`config.mk`:
```
export PLATFORM = sky130hd
export DESIGN_NAME = keypad_bcd_calc_flat
export DESIGN_NICKNAME = d
export VERILOG_FILES = /design/src/rtl/keypad_calc_pkg.sv /design/src/rtl/keypad_bcd_calc_if.sv /design/src/rtl/bcd_digit_addsub.sv /design/src/rtl/keypad_bcd_calc.sv /design/src/flat_wrapper.sv
export SDC_FILE = /design/constraint.sdc
export NUM_CORES = 1
export LEC_CHECK = 0
export BUFFER_PORTS_ARGS = -buffer_cell sky130_fd_sc_hd__buf_2
export CORE_MARGIN = 2
export CORE_UTILIZATION = 68
export DETAILED_ROUTE_END_ITERATION = 6
export PLACE_DENSITY_LB_ADDON = 0.1
export SETUP_SLACK_MARGIN = 0.1
export SLEW_MARGIN = 10
export SYNTH_ARGS = -nofsm -noshare
export SYNTH_HDL_FRONTEND = slang
export SYNTH_HIERARCHICAL = 1
export SYNTH_SLANG_ARGS = --single-unit
```
`constraint.sdc`:
```
create_clock -name clk -period 10.3 [get_ports clk]
set_clock_uncertainty 0.15 [all_clocks]
set_input_delay 2.06 -clock clk [delete_from_list [all_inputs] [get_ports clk]]
set_output_delay 2.06 -clock clk [all_outputs]
set_load 0.02 [all_outputs]
```
`src/rtl/keypad_calc_pkg.sv`:
```
// Shared types and constants for the keypad BCD calculator.
// Key codes, FSM/op encodings and small operand helpers.
package keypad_calc_pkg;

  localparam logic [3:0]  KEY_ADD      = 4'hA;
  localparam logic [3:0]  KEY_SUB      = 4'hB;
  localparam logic [3:0]  KEY_CLR      = 4'hC;
  localparam logic [3:0]  KEY_BS       = 4'hD;
  localparam logic [3:0]  KEY_EQ       = 4'hF;
  localparam logic [15:0] ERR_CODE_DEF = 16'hEEEE;

  typedef enum logic [2:0] {
    ST_ENTRY_A = 3'd0,
    ST_OP_WAIT = 3'd1,
    ST_ENTRY_B = 3'd2,
    ST_CALC    = 3'd3,
    ST_RESULT  = 3'd4,
    ST_ERROR   = 3'd5
  } state_t;

  typedef enum logic [1:0] {
    OP_NONE = 2'd0,
    OP_ADD  = 2'd1,
    OP_SUB  = 2'd2
  } op_t;

  // Number of significant digits, so backspace after a result behaves like typed entry
  function automatic logic [2:0] sig_digits(input logic [15:0] v);
    logic [2:0] n;
    n = 3'd0;
    for (int i = 0; i < 4; i++) begin
      if (v[i*4 +: 4] != 4'h0) begin
        n = 3'(i + 1);
      end else begin
        n = n;
      end
    end
    return n;
  endfunction

  function automatic op_t key_to_op(input logic [3:0] k);
    return (k == KEY_SUB) ? OP_SUB : OP_ADD;
  endfunction

endpackage

```
`src/rtl/keypad_bcd_calc_if.sv`:
```
// Scanner handshake plus display/status bundle for the calculator.
interface keypad_bcd_calc_if;
  logic [3:0]  key_code;
  logic        key_ready;
  logic        key_ack;
  logic [15:0] disp_data;
  logic        busy;
  logic        err;

  modport master (output key_code, key_ready, input key_ack, disp_data, busy, err);
  modport slave  (input key_code, key_ready, output key_ack, disp_data, busy, err);
endinterface

```
`src/rtl/bcd_digit_addsub.sv`:
```
// One BCD digit add/subtract slice; time-multiplexed across the operand digits.
module bcd_digit_addsub (
  input  logic [3:0] a,
  input  logic [3:0] b,
  input  logic       cin,
  input  logic       sub,
  output logic [3:0] s,
  output logic       cout
);

  logic [4:0] sum_s;
  logic [4:0] diff_s;

  // Binary result per digit, then decimal correction on overflow/borrow
  always_comb begin
    sum_s  = {1'b0, a} + {1'b0, b} + {4'b0000, cin};
    diff_s = {1'b0, a} - {1'b0, b} - {4'b0000, cin};
    s      = 4'h0;
    cout   = 1'b0;
    if (sub) begin
      if (diff_s[4]) begin
        s    = diff_s[3:0] - 4'd6;
        cout = 1'b1;
      end else begin
        s    = diff_s[3:0];
        cout = 1'b0;
      end
    end else begin
      if (sum_s > 5'd9) begin
        s    = sum_s[3:0] + 4'd6;
        cout = 1'b1;
      end else begin
        s    = sum_s[3:0];
        cout = 1'b0;
      end
    end
  end

endmodule

```
`src/rtl/keypad_bcd_calc.sv`:
```
// 4-digit BCD add/subtract calculator fed by the keypad scanner handshake.
// Arithmetic runs LSD first, one digit per clock, through a single digit slice.
module keypad_bcd_calc
  import keypad_calc_pkg::*;
#(
  parameter logic [15:0] ERR_CODE = ERR_CODE_DEF,
  parameter int          NDIG     = 4
) (
  input logic               clk,
  input logic               rst_n,
  keypad_bcd_calc_if.slave  bus
);

  state_t      state_r, state_nx;
  state_t      ret_r, ret_nx;
  op_t         op_r, op_nx;
  op_t         pend_op_r, pend_op_nx;
  logic [15:0] a_r, a_nx;
  logic [15:0] b_r, b_nx;
  logic [15:0] res_r, res_nx;
  logic [15:0] disp_r, disp_nx;
  logic [2:0]  cnt_r, cnt_nx;
  logic [2:0]  idx_r, idx_nx;
  logic        carry_r, carry_nx;
  logic        armed_r, armed_nx;
  logic        ack_r, ack_nx;
  logic        busy_r, busy_nx;
  logic        err_r, err_nx;

  logic        accept_s;
  logic        is_digit_s;
  logic        is_op_s;
  logic        full_s;
  logic [3:0]  dig_a_s;
  logic [3:0]  dig_b_s;
  logic [3:0]  dig_s_s;
  logic        dig_cout_s;

  assign accept_s   = bus.key_ready && armed_r && (state_r != ST_CALC);
  assign is_digit_s = (bus.key_code <= 4'd9);
  assign is_op_s    = (bus.key_code == KEY_ADD) || (bus.key_code == KEY_SUB);
  assign full_s     = (cnt_r == 3'(NDIG));
  assign dig_a_s    = a_r[{idx_r[1:0], 2'b00} +: 4];
  assign dig_b_s    = b_r[{idx_r[1:0], 2'b00} +: 4];

  bcd_digit_addsub u_digit (
    .a    (dig_a_s),
    .b    (dig_b_s),
    .cin  (carry_r),
    .sub  (op_r == OP_SUB),
    .s    (dig_s_s),
    .cout (dig_cout_s)
  );

  // Next-state, datapath and registered-output decode
  always_comb begin
    state_nx   = state_r;
    ret_nx     = ret_r;
    op_nx      = op_r;
    pend_op_nx = pend_op_r;
    a_nx       = a_r;
    b_nx       = b_r;
    res_nx     = res_r;
    cnt_nx     = cnt_r;
    idx_nx     = idx_r;
    carry_nx   = carry_r;
    busy_nx    = busy_r;
    err_nx     = err_r;
    ack_nx     = 1'b0;
    disp_nx    = disp_r;

    if (!bus.key_ready) begin
      armed_nx = 1'b1;
    end else if (accept_s) begin
      armed_nx = 1'b0;
    end else begin
      armed_nx = armed_r;
    end

    if (state_r == ST_CALC) begin
      if (!idx_r[2]) begin
        res_nx[{idx_r[1:0], 2'b00} +: 4] = dig_s_s;
        carry_nx = dig_cout_s;
        idx_nx   = idx_r + 3'd1;
      end else begin
        busy_nx = 1'b0;
        if (carry_r) begin
          state_nx = ST_ERROR;
          err_nx   = 1'b1;
        end else begin
          state_nx = ret_r;
          a_nx     = res_r;
          b_nx     = 16'h0000;
          cnt_nx   = sig_digits(res_r);
          op_nx    = (ret_r == ST_OP_WAIT) ? pend_op_r : op_r;
        end
      end
    end else if (accept_s) begin
      ack_nx = 1'b1;
      if (bus.key_code == KEY_CLR) begin
        state_nx   = ST_ENTRY_A;
        ret_nx     = ST_ENTRY_A;
        op_nx      = OP_NONE;
        pend_op_nx = OP_NONE;
        a_nx       = 16'h0000;
        b_nx       = 16'h0000;
        res_nx     = 16'h0000;
        cnt_nx     = 3'd0;
        idx_nx     = 3'd0;
        carry_nx   = 1'b0;
        busy_nx    = 1'b0;
        err_nx     = 1'b0;
      end else begin
        case (state_r)
          ST_ENTRY_A: begin
            if (is_digit_s) begin
              if (!full_s && !((a_r == 16'h0000) && (bus.key_code == 4'h0))) begin
                a_nx   = {a_r[11:0], bus.key_code};
                cnt_nx = cnt_r + 3'd1;
              end else begin
                a_nx = a_r;
              end
            end else if (is_op_s) begin
              op_nx    = key_to_op(bus.key_code);
              state_nx = ST_OP_WAIT;
            end else if (bus.key_code == KEY_BS) begin
              a_nx   = {4'h0, a_r[15:4]};
              cnt_nx = (cnt_r == 3'd0) ? 3'd0 : cnt_r - 3'd1;
            end else begin
              state_nx = state_r;
            end
          end
          ST_OP_WAIT: begin
            if (is_digit_s) begin
              b_nx     = {12'h000, bus.key_code};
              cnt_nx   = 3'd1;
              state_nx = ST_ENTRY_B;
            end else if (is_op_s) begin
              op_nx = key_to_op(bus.key_code);
            end else begin
              state_nx = state_r;
            end
          end
          ST_ENTRY_B: begin
            if (is_digit_s) begin
              if (!full_s && !((b_r == 16'h0000) && (bus.key_code == 4'h0))) begin
                b_nx   = {b_r[11:0], bus.key_code};
                cnt_nx = cnt_r + 3'd1;
              end else begin
                b_nx = b_r;
              end
            end else if (bus.key_code == KEY_BS) begin
              b_nx   = {4'h0, b_r[15:4]};
              cnt_nx = (cnt_r == 3'd0) ? 3'd0 : cnt_r - 3'd1;
            end else if (is_op_s || (bus.key_code == KEY_EQ)) begin
              // A chained operator is held aside until the pending result lands in A
              state_nx   = ST_CALC;
              ret_nx     = is_op_s ? ST_OP_WAIT : ST_RESULT;
              pend_op_nx = is_op_s ? key_to_op(bus.key_code) : pend_op_r;
              busy_nx    = 1'b1;
              idx_nx     = 3'd0;
              carry_nx   = 1'b0;
              res_nx     = 16'h0000;
            end else begin
              state_nx = state_r;
            end
          end
          ST_RESULT: begin
            if (is_digit_s) begin
              a_nx     = {12'h000, bus.key_code};
              cnt_nx   = (bus.key_code == 4'h0) ? 3'd0 : 3'd1;
              state_nx = ST_ENTRY_A;
            end else if (is_op_s) begin
              op_nx    = key_to_op(bus.key_code);
              state_nx = ST_OP_WAIT;
            end else begin
              state_nx = state_r;
            end
          end
          default: begin
            state_nx = state_r;
          end
        endcase
      end
    end else begin
      state_nx = state_r;
    end

    case (state_nx)
      ST_ERROR:   disp_nx = ERR_CODE;
      ST_ENTRY_B: disp_nx = b_nx;
      ST_CALC:    disp_nx = disp_r;
      default:    disp_nx = a_nx;
    endcase
  end

  // State and datapath registers
  always_ff @(posedge clk or negedge rst_n) begin
    if (!rst_n) begin
      state_r   <= ST_ENTRY_A;
      ret_r     <= ST_ENTRY_A;
      op_r      <= OP_NONE;
      pend_op_r <= OP_NONE;
      a_r       <= 16'h0000;
      b_r       <= 16'h0000;
      res_r     <= 16'h0000;
      disp_r    <= 16'h0000;
      cnt_r     <= 3'd0;
      idx_r     <= 3'd0;
      carry_r   <= 1'b0;
      armed_r   <= 1'b1;
      ack_r     <= 1'b0;
      busy_r    <= 1'b0;
      err_r     <= 1'b0;
    end else begin
      state_r   <= state_nx;
      ret_r     <= ret_nx;
      op_r      <= op_nx;
      pend_op_r <= pend_op_nx;
      a_r       <= a_nx;
      b_r       <= b_nx;
      res_r     <= res_nx;
      disp_r    <= disp_nx;
      cnt_r     <= cnt_nx;
      idx_r     <= idx_nx;
      carry_r   <= carry_nx;
      armed_r   <= armed_nx;
      ack_r     <= ack_nx;
      busy_r    <= busy_nx;
      err_r     <= err_nx;
    end
  end

  assign bus.key_ack   = ack_r;
  assign bus.disp_data = disp_r;
  assign bus.busy      = busy_r;
  assign bus.err       = err_r;

endmodule

```
`src/flat_wrapper.sv`:
```
// flat-port wrapper written by rule: the top's interface ports become plain ports
module keypad_bcd_calc_flat import keypad_calc_pkg::*;
#(
  parameter logic [15:0] ERR_CODE = ERR_CODE_DEF,
  parameter int          NDIG     = 4
)
  (clk, rst_n, bus_key_code, bus_key_ready, bus_key_ack, bus_disp_data, bus_busy, bus_err);
  keypad_bcd_calc_if bus_i ();
  input logic clk;
  input logic rst_n;
  input wire logic [$bits(bus_i.key_code)-1:0] bus_key_code;
  input wire logic [$bits(bus_i.key_ready)-1:0] bus_key_ready;
  output wire logic [$bits(bus_i.key_ack)-1:0] bus_key_ack;
  output wire logic [$bits(bus_i.disp_data)-1:0] bus_disp_data;
  output wire logic [$bits(bus_i.busy)-1:0] bus_busy;
  output wire logic [$bits(bus_i.err)-1:0] bus_err;
  assign bus_i.key_code = bus_key_code;
  assign bus_i.key_ready = bus_key_ready;
  assign bus_key_ack = bus_i.key_ack;
  assign bus_disp_data = bus_i.disp_data;
  assign bus_busy = bus_i.busy;
  assign bus_err = bus_i.err;
  keypad_bcd_calc #(.ERR_CODE(ERR_CODE), .NDIG(NDIG)) u_core (.clk(clk), .rst_n(rst_n), .bus(bus_i));
endmodule
```
==> flow_summary.json, run 1 <==
{
  "outcome": "finished with violations",
  "violations": "design-rule violations",
  "dp_worst_setup_slack_ns": 5.27,
  "fin_hold_ws_ns": 0.327,
  "cts_buffers": 9,
  "synth_sequential_area_ratio": 0.339,
  "cts_setup_buffers": 0,
  "top_level_ports": 26,
  "total_leakage_power_nw": 2.81,
  "cell_internal_pwr_w": 0.000973,
  "cts-htree-levels": 3,
  "timing.critical_path.arrival_ns": 4.92,
  "final.setup.worst_slack_ns": 5.48,
  "rows": 34,
  "ys.flop_type": "dfrtp_1",
  "grt-ovfl-total": 0,
  "n_antenna_cell": 0,
  "share_of_final_layout_standard_cells_stronger_than_drive_strength_1": 0.156,
  "timing_worst_setup_path_type": "input pin to flop",
  "final.period_utilization": 0.468,
  "post_cts_hold_buffer_count": 0,
  "synthDominantCellAreaShare": 0.335,
  "max_slew.worst_pin.slew_ns": 1.06,
  "yosysTopAreaCell": "dfrtp_1",
  "pin_count_of_the_biggest_net_entering_global_routing": 85,
  "max_freq_mhz": 208,
  "met2_length_um": 8440,
  "critPathCaptureType": "flop",
  "route.top_layer_used": "met4",
  "design.final.nets": 700,
  "detailedPlacementHpwl_um": 13500,
  "yosys-top-cells-area": "dfrtp_1 (33%), o21ai_0 (4.1%), ha_1 (4.0%), nand2_1 (3.4%), a21oi_1 (3.1%)",
  "antenna_violating_nets_left": 0,
  "grt_pass1_wl_um": 29500,
  "sw_frac_of_total": 0.496,
  "synth.lib_cells_used.distinct": 101,
  "crit_chain": "buf_2 -> nand4bb_1 -> o21ai_0 -> o221ai_1 -> o211ai_2 -> inv_2 -> mux2i_4 -> o211ai_1 -> a22o_1",
  "synth_edf_count": 0,
  "wl_um": 18700,
  "cp_slowest_stage_delay_ns": 0.54,
  "pwr-share-clk": 0.133,
  "clock_insertion_delay_worst_skew_ns": 0.36,
  "worst_hold_path_type": "flop to flop",
  "remaining_routing_drc_violations": 1,
  "p_per_cell_area_mw_per_mm2": 300,
  "floorplan.die.height_um": 99.5,
  "clock_path_buffers": 2,
  "flow.area_growth_from_synthesis_pct": 3.59,
  "p_switching_w": 0.000956,
  "rsz0062_at_grt": "no",
  "synth_seq_cells": 84,
  "mappedNetlistArea_mm2": 0.00621,
  "via_count_of_the_first_global_routing_pass": 5428,
  "worst_slew_margin_rel": 0.294,
  "detailroute.via_count": 5826,
  "initial_antenna_violation_count": 0,
  "final.setup.tns_ns": 0,
  "finalWeightedCongestion": 0.990,
  "synth.top_cells.by_count": "dfrtp_1 (83), nand2_1 (57), o21ai_0 (51)",
  "p_comb_frac": 0.569,
  "critPathSlowestCell": "nand4bb_1",
  "synthMostInstantiatedCell": "dfrtp_1",
  "post_layout_nonfiller_instances": 782,
  "root_buffer_cell": "clkbuf_8",
  "met3WireLength_um": 2350,
  "maxCapViolCount": 0,
  "average_instance_area_after_synthesis_um2": 9.26,
  "tritoncts": "yes",
  "seq_power_share": 0.297,
  "vias_per_cell": 7.45,
  "timing.final.crit_period_ns": 4.82,
  "grt_util_all_layers": 0.382,
  "synth_warnings": 6,
  "number_of_endpoints_failing_setup_at_the_final_stage": 0,
  "met1_routed_wirelength_after_detailed_routing_um": 7250,
  "report.final.hold_viol_count": 0,
  "finish.utilization": 0.730,
  "clk_pin_slew_ns": 0.10,
  "initial_standard_cell_utilization_of_the_core": 0.705,
  "worst-path-buf-inv": 2,
  "cp_data_required_time_ns": 10.40,
  "post_cts_resize_count": 0,
  "maxSlewViolCount": 0,
  "drt_first_iter_violations": 1061,
  "crit_fanout": 20,
  "numClockSinks": 84,
  "vdd.ir_drop.worst_uv": 171,
  "design.die.area_mm2": 0.00991,
  "critical_path.startpoint_type": "input pin",
  "detail_route.wl_per_cell_um": 24.0,
  "fillerInstances": 659,
  "synth_fp_nets": 701,
  "synthCells": 670,
  "placed_cells": 766,
  "synthArstFlopShare": 1.00,
  "floorplan.core_area_mm2": 0.00881,
  "die-width_um": 99.5,
  "dr.pass1.iters": 7,
  "port_buffers": 25,
  "cp_top_family": "compound AO/OA/AOI/OAI gates"
}
[metrics by stage]
stage,power (W),instance area (um^2)
floorplan,0.00137,6210
global placement,0.00160,6210
detailed placement,0.00163,6210
CTS,0.00190,6430
global route,0.00204,6430
finish,0.00193,6430
[sequential cells by signal, summed over array words and instances (netlist names)]
signal                flops
u_core/bus.key_ack        1
u_core/res_r             16
u_core/carry_r            1
u_core/bus.busy           1
u_core/idx_r              3
u_core/b_r               16
u_core/cnt_r              3
u_core/bus.disp_data     16
u_core/bus.err            1
u_core/op_r               2
u_core/pend_op_r          2
u_core/a_r               16
u_core/armed_r            1
u_core/ret_r              2
u_core/state_r            3
[cells by family after synthesis]
group | after synthesis | synth area share
AO/OA/AOI/OAI | 245 | 0.289
XOR/XNOR | 7 | 0.00988
adder cells (fa/ha/maj) | 24 | 0.0532
buffers and inverters | 79 | 0.0675
flip-flops | 84 | 0.339
multiplexers | 21 | 0.0536
AND/OR/NAND/NOR | 210 | 0.188
[path summary, 6_finish.rpt]
| path | from | to | slack (ns) | depth (start not counted) |
|---|---|---|---|---|
| max reg2reg | u_core/idx_r[0] | u_core/res_r[2] | 5.68 | 10 |
| max in group asynchronous | rst_n | u_core/b_r[1] | 7.58 | 1 |
| min in group asynchronous | rst_n | u_core/pend_op_r[1] | 1.72 | 1 |
| min | u_core/armed_r | u_core/armed_r | 0.33 | 2 |
| max | bus_key_code[2] | u_core/bus.disp_data[5] | 5.48 | 9 |
| min reg2reg | u_core/armed_r | u_core/armed_r | 0.33 | 2 |
[final cells by class]
type	count	area (um^2)	share of cell area
Clock inverter	6	76.3	0.0119
Clock buffer	10	138	0.0214
Sequential cell	84	2100	0.327
Multi-Input combinational cell	507	3680	0.573
Timing Repair Buffer	27	143	0.0222
Tap cell	108	135	0.0210
Inverter	40	150	0.0234
[tightest hold or removal path, delay by kind of cell (launching register included)]
kind / cells / cell delay [ns]
AND/OR/NAND/NOR: 2 / 0.10
flip-flops: 1 / 0.38
[power groups by stage]
stage	clock (W)	combinational [W]	sequential (W)
after floorplan	0	0.000836	0.000531
after global placement	0	0.00103	0.000570
after detailed placement	0	0.00106	0.000569
after CTS	0.000262	0.00107	0.000564
after global routing	0.000276	0.00118	0.000581
final	0.000257	0.00110	0.000574
[placed cells by master, fill, tap and decap left out, types with 8 or more instances in the layout]
master,instances
ha_1,20
and2_1,8
buf_2,24
a21oi_1,38
nor4_1,11
nand3_1,11
inv_1,38
o31ai_1,9
a22o_1,17
a22oi_1,15
clkbuf_8,10
o21ai_0,51
nand2b_1,12
a21o_1,11
nand2_1,57
o22ai_1,11
nor2_1,47
a31oi_1,11
dfrtp_1,83
[routing by layer]
layer / GRT usage / vias up
met2: 0.597 / 439
li1: - / 2527
met3: 0.0970 / 82
met1: 0.523 / 2778
met4: 0.131 / 0
met5: 0 / -
(Power assumes the default switching activity.)
==> inputs of run 2 (changes only) <==
Settings changed: CORE_UTILIZATION 68 to 57.
Clock period 10.3 ns to 3.88 ns, I/O delays scaled along.
==> run 2 against run 1 <==
Effect of this change:
- critical path depth is 1 higher
- first-iteration DRC count is 29% lower
- worst hold slack worse by 0.028 ns
- utilization is 10 points lower
- critical endpoint is now u_core/res_r[1]
- the run still ends with design-rule violations left
- via count hardly changed
==> flow_summary.json, run 2 (synthesis results as in run 1) <==
{
  "outcome": "finished with violations",
  "violations": "design-rule violations",
  "max_freq_mhz": 275,
  "total_leakage_power_nw": 2.97,
  "fin_hold_ws_ns": 0.299,
  "crit_fanout": 7,
  "detailroute.via_count": 5825,
  "initial_antenna_violation_count": 0,
  "tritoncts": "yes",
  "via_count_of_the_first_global_routing_pass": 5457,
  "final.setup.worst_slack_ns": 0.250,
  "rows": 38,
  "floorplan.core_area_mm2": 0.0107,
  "layout.cells.most_common_list": "dfrtp_1 (82), nand2_1 (57), o21ai_0 (49)",
  "design.die.area_mm2": 0.0117,
  "wl_um": 19500,
  "pin_count_of_the_biggest_net_entering_global_routing": 53,
  "detail_route.wl_per_cell_um": 23.1,
  "detailedPlacementHpwl_um": 14500,
  "vias_per_cell": 6.90,
  "worst_slew_margin_rel": 0.351,
  "dr.pass1.iters": 7,
  "grt_util_all_layers": 0.346,
  "mostFrequentLayoutCell": "dfrtp_1",
  "clock_path_buffers": 2,
  "die-width_um": 108,
  "p_per_cell_area_mw_per_mm2": 788,
  "maxCapViolCount": 0,
  "report.final.hold_viol_count": 0,
  "cp_data_required_time_ns": 4.03,
  "final.period_utilization": 0.936,
  "grt-ovfl-total": 0,
  "rsz0062_at_grt": "no",
  "critical_path.startpoint_type": "flop",
  "timing.critical_path.arrival_ns": 3.78,
  "numClockSinks": 84,
  "depth_of_the_worst_register_to_register_path": 10,
  "drt_first_iter_violations": 757,
  "n_antenna_cell": 0,
  "cts_buffers": 9,
  "share_of_final_layout_standard_cells_stronger_than_drive_strength_1": 0.205,
  "clock_insertion_delay_worst_skew_ns": 0.38,
  "antenna_violating_nets_left": 0,
  "clk_pin_slew_ns": 0.10,
  "final.setup.tns_ns": 0,
  "design.final.nets": 730,
  "timing_worst_setup_path_type": "flop to flop",
  "initial_standard_cell_utilization_of_the_core": 0.578,
  "timing.final.crit_period_ns": 3.63,
  "number_of_endpoints_failing_setup_at_the_final_stage": 0,
  "critPathCaptureType": "flop",
  "flow.area_growth_from_synthesis_pct": 8.39,
  "cts-htree-levels": 3,
  "port_buffers": 25,
  "remaining_routing_drc_violations": 16,
  "vdd.ir_drop.worst_uv": 439,
  "top_level_ports": 26,
  "worst_hold_path_type": "input pin to async pin",
  "grt_pass1_wl_um": 30700,
  "max_slew.worst_pin.slew_ns": 0.971,
  "floorplan.die.height_um": 108,
  "maxSlewViolCount": 0,
  "dp_worst_setup_slack_ns": 0.131,
  "finalWeightedCongestion": 1.01,
  "root_buffer_cell": "clkbuf_8"
}
## run 2: cell count changes in the layout (fill, tap and decap cells not counted), moves of 2 or more
| cell | delta |
|---|---|
| buf_4 | +30 |
| inv_8 | +3 |
| a32oi_1 | -2 |
| a32oi_2 | +2 |
| fa_1 | -2 |
| fa_2 | +2 |
| inv_6 | -2 |
| o21ai_0 | -2 |
| o21ai_1 | +2 |
## run 2: worst paths after layout
path | from | end | slack (ns)
setup / recovery | u_core/idx_r[0] | u_core/res_r[1] | 0.25
hold / removal | rst_n | u_core/bus.key_ack | 0.30
setup reg to reg | u_core/idx_r[0] | u_core/res_r[1] | 0.25
hold reg to reg | u_core/armed_r | u_core/armed_r | 0.32
max in group asynchronous | rst_n | u_core/idx_r[0] | 2.56
min in group clk | u_core/armed_r | u_core/armed_r | 0.32
## run 2: routing by layer
layer | GRT usage | vias up | part of all wire
li1 | - | 2576 | -
met1 | 0.477 | 2841 | 0.41
met2 | 0.543 | 364 | 0.46
met3 | 0.0573 | 44 | 0.091
met4 | 0.141 | 0 | 0.039
met5 | 0 | - | 0
## run 2: timing repair
action,in CTS,in global routing
gates resized for setup,0,11
buffers inserted,0,0
endpoints found under the hold margin,0,0
endpoints found under the setup margin,0,12
hold buffers,0,0
## run 2: through the flow
| stage | utilization | area [um^2] | total power, W | std cells |
|---|---|---|---|---|
| after global routing | 0.626 | 6730 | 0.00563 | 844 |
| after detailed placement | 0.603 | 6480 | 0.00449 | 828 |
| after CTS | 0.621 | 6680 | 0.00515 | 844 |
| after floorplan | - | 6210 | 0.00363 | 670 |
| after global placement | 0.603 | 6480 | 0.00441 | 828 |
| final | 0.626 | 6730 | 0.00530 | 844 |
## run 2: power breakdown
group / total, W / switching (W) / leakage, nW / internal (W)
registers: 0.00144 / 0.000314 / 1.12 / 0.00113
clock network: 0.000643 / 0.000388 / 0.102 / 0.000255
logic: 0.00321 / 0.00193 / 1.75 / 0.00129
total: 0.00530 / 0.00263 / 2.97 / 0.00267
## run 2: worst max-delay path, cell delays in order (launching register included)
cell,delay [ns]
dfrtp_2,0.43
buf_4,0.19
mux4_2,0.55
ha_2,0.42
and3b_1,0.22
or4_4,0.52
a221oi_4,0.32
mux2i_1,0.14
nor3_2,0.36
nand2_1,0.08
o21ai_0,0.16
## run 2: cell type report
type	instances	area [um^2]
clock buffers	9	124
clock inverters	7	71.3
fillers	926	4020
inverters	40	150
multi-input cells	507	3730
flip-flops and latches	84	2100
well taps	140	175
repair buffers	57	368
==> inputs of run 3 (changes only) <==
Settings changed: CORE_MARGIN 2 to 1.
==> run 3 against run 2 <==
Effect of this change:
- the flow now finishes without violations
- largest cell class unchanged
- clock power is 2% lower
- setup slack about the same
- largest power group unchanged
- first-iteration DRC count up 0.53%
- count of clock-buffer cells in the layout grew 2
- global-route usage is 0.71 points higher
==> flow_summary.json, run 3 (synthesis results as in run 1) <==
{
  "worst_slew_margin_rel": 0.301,
  "critPathSlowestCell": "mux4_2",
  "via_count_of_the_first_global_routing_pass": 5446,
  "worst-path-buf-inv": 0,
  "grt-ovfl-total": 0,
  "design_power_total_w": 0.00526,
  "maxSlewViolCount": 0,
  "sw_frac_of_total": 0.494,
  "critical_path.startpoint_type": "flop",
  "total_leakage_power_nw": 2.96,
  "cp_top_family": "adder cells",
  "crit_top_cell": "fa_1",
  "design.die.area_mm2": 0.0113,
  "number_of_endpoints_failing_setup_at_the_final_stage": 0,
  "cp_slowest_stage_delay_ns": 0.57,
  "worst_hold_path_type": "input pin to async pin",
  "finalWeightedCongestion": 0.941,
  "seq_power_share": 0.274,
  "maxCapViolCount": 0,
  "timing.critical_path.arrival_ns": 3.76,
  "crit_fanout": 5,
  "port_buffers": 25,
  "n_antenna_cell": 0,
  "initial_antenna_violation_count": 0,
  "wl_um": 19100,
  "report.final.hold_viol_count": 0,
  "top_level_ports": 26,
  "initial_standard_cell_utilization_of_the_core": 0.593,
  "grt_pass1_wl_um": 30300,
  "p_per_cell_area_mw_per_mm2": 785,
  "share_of_final_layout_standard_cells_stronger_than_drive_strength_1": 0.199,
  "final.period_utilization": 0.936,
  "cts_buffers": 9,
  "cell_internal_pwr_w": 0.00266,
  "root_buffer_cell": "clkbuf_8",
  "rows": 37,
  "fillerInstances": 923,
  "grt_util_all_layers": 0.353,
  "p_switching_w": 0.00260,
  "pin_count_of_the_biggest_net_entering_global_routing": 32,
  "cp_data_required_time_ns": 4.01,
  "clock_path_buffers": 2,
  "layout.cells.most_common_list": "dfrtp_1 (82), nand2_1 (57), o21ai_0 (49)",
  "clock_insertion_delay_worst_skew_ns": 0.37,
  "crit_chain": "mux4_2 -> fa_1 -> fa_1 -> or2b_1 -> a21oi_1 -> xnor2_1 -> or3_1 -> a32oi_2 -> nand2_1 -> o21ai_1",
  "max_freq_mhz": 275,
  "numClockSinks": 84,
  "clk_pin_slew_ns": 0.11,
  "post_cts_hold_buffer_count": 0,
  "die-width_um": 106,
  "pwr-share-clk": 0.119,
  "drt_first_iter_violations": 761,
  "flow.area_growth_from_synthesis_pct": 8.00,
  "design.final.nets": 728,
  "remaining_routing_drc_violations": 0,
  "detailedPlacementHpwl_um": 14300,
  "rsz0062_at_grt": "yes",
  "detailroute.via_count": 5659,
  "critPathCaptureType": "flop",
  "cts-htree-levels": 3,
  "tritoncts": "yes",
  "final.setup.tns_ns": 0,
  "floorplan.core_area_mm2": 0.0105,
  "antenna_violating_nets_left": 0,
  "mostFrequentLayoutCell": "dfrtp_1",
  "vias_per_cell": 6.75,
  "outcome": "completed",
  "floorplan.die.height_um": 106,
  "timing_worst_setup_path_type": "flop to flop",
  "detail_route.wl_per_cell_um": 22.8,
  "max_slew.worst_pin.slew_ns": 1.05,
  "dr.pass1.iters": 6,
  "p_comb_frac": 0.607,
  "timing.final.crit_period_ns": 3.63,
  "vdd.ir_drop.worst_uv": 627
}
-- run 3: cell types whose count changed in the layout (fill, tap and decap cells not counted), moves of 2 or more --
cell      before  now
clkbuf_8       9   11
fa_1           2    4
inv_8          4    0
fa_2           2    0
clkinv_2       0    2
buf_4         33   31
-- run 3: what timing repair did --
action,CTS,global route
setup endpoints to repair,3,12
gates cloned,0,0
setup buffers,0,0
pin swaps,0,4
resized for setup,1,9
-- run 3: area by class of cell --
class / count / area, um^2 / area share
multi-input combinational: 507 / 3740 / 0.558
sequential: 84 / 2100 / 0.314
timing repair buffer: 55 / 353 / 0.0526
tap: 136 / 170 / 0.0254
clock buffer: 11 / 151 / 0.0226
inverter: 40 / 150 / 0.0224
clock inverter: 5 / 35.0 / 0.00523
-- run 3: layer usage --
layer	routed length, um	share of wire	global-route usage	vias to the layer above
li1	-	-	-	2575
met1	8150	0.43	0.486	2716
met2	8590	0.45	0.557	321
met3	1720	0.090	0.0656	47
met4	627	0.033	0.123	0
met5	0	0	0	-
-- run 3: worst paths after layout --
| kind | startpoint | end | slack (ns) | depth (start not counted) |
|---|---|---|---|---|
| worst max-delay path | u_core/idx_r[0] | u_core/res_r[3] | 0.25 | 10 |
| worst min-delay path | rst_n | u_core/a_r[1] | 0.17 | 1 |
| worst max register to register | u_core/idx_r[0] | u_core/res_r[3] | 0.25 | 10 |
| worst min register to register | u_core/armed_r | u_core/armed_r | 0.32 | 2 |
| max in group asynchronous | rst_n | u_core/idx_r[0] | 2.58 | 2 |
| min in group clk | u_core/armed_r | u_core/armed_r | 0.32 | 2 |
-- run 3: worst reg2reg max path, cell delays in order, from the launching register on --
cell and delay [ns]:
dfrtp_2 0.43, mux4_2 0.57, fa_1 0.48, fa_1 0.43, or2b_1 0.24, a21oi_1 0.18, xnor2_1 0.17, or3_1 0.39
a32oi_2 0.29, nand2_1 0.08, o21ai_1 0.14
-- run 3: through the flow --
step	hold slack (ns)	std cells	utilization	instance area [um^2]	setup slack [ns]
after detailed placement	0.313	822	0.617	6460	0.0188
after floorplan	0.292	670	-	6210	0.136
after global routing	0.198	838	0.641	6700	0.0807
after CTS	0.178	838	0.636	6650	0.102
final	0.170	838	0.641	6700	0.250
after global placement	0.304	822	0.617	6460	0.225
-- run 3: power groups by stage --
| stage | logic, W | registers, W | clock network [W] |
|---|---|---|---|
| 5_1_grt | 0.00346 | 0.00147 | 0.000671 |
| 3_3_place_gp | 0.00296 | 0.00144 | 0 |
| 3_5_place_dp | 0.00303 | 0.00145 | 0 |
| 4_1_cts | 0.00307 | 0.00143 | 0.000637 |
| 6_report | 0.00319 | 0.00144 | 0.000628 |
| 2_1_floorplan | 0.00222 | 0.00141 | 0 |
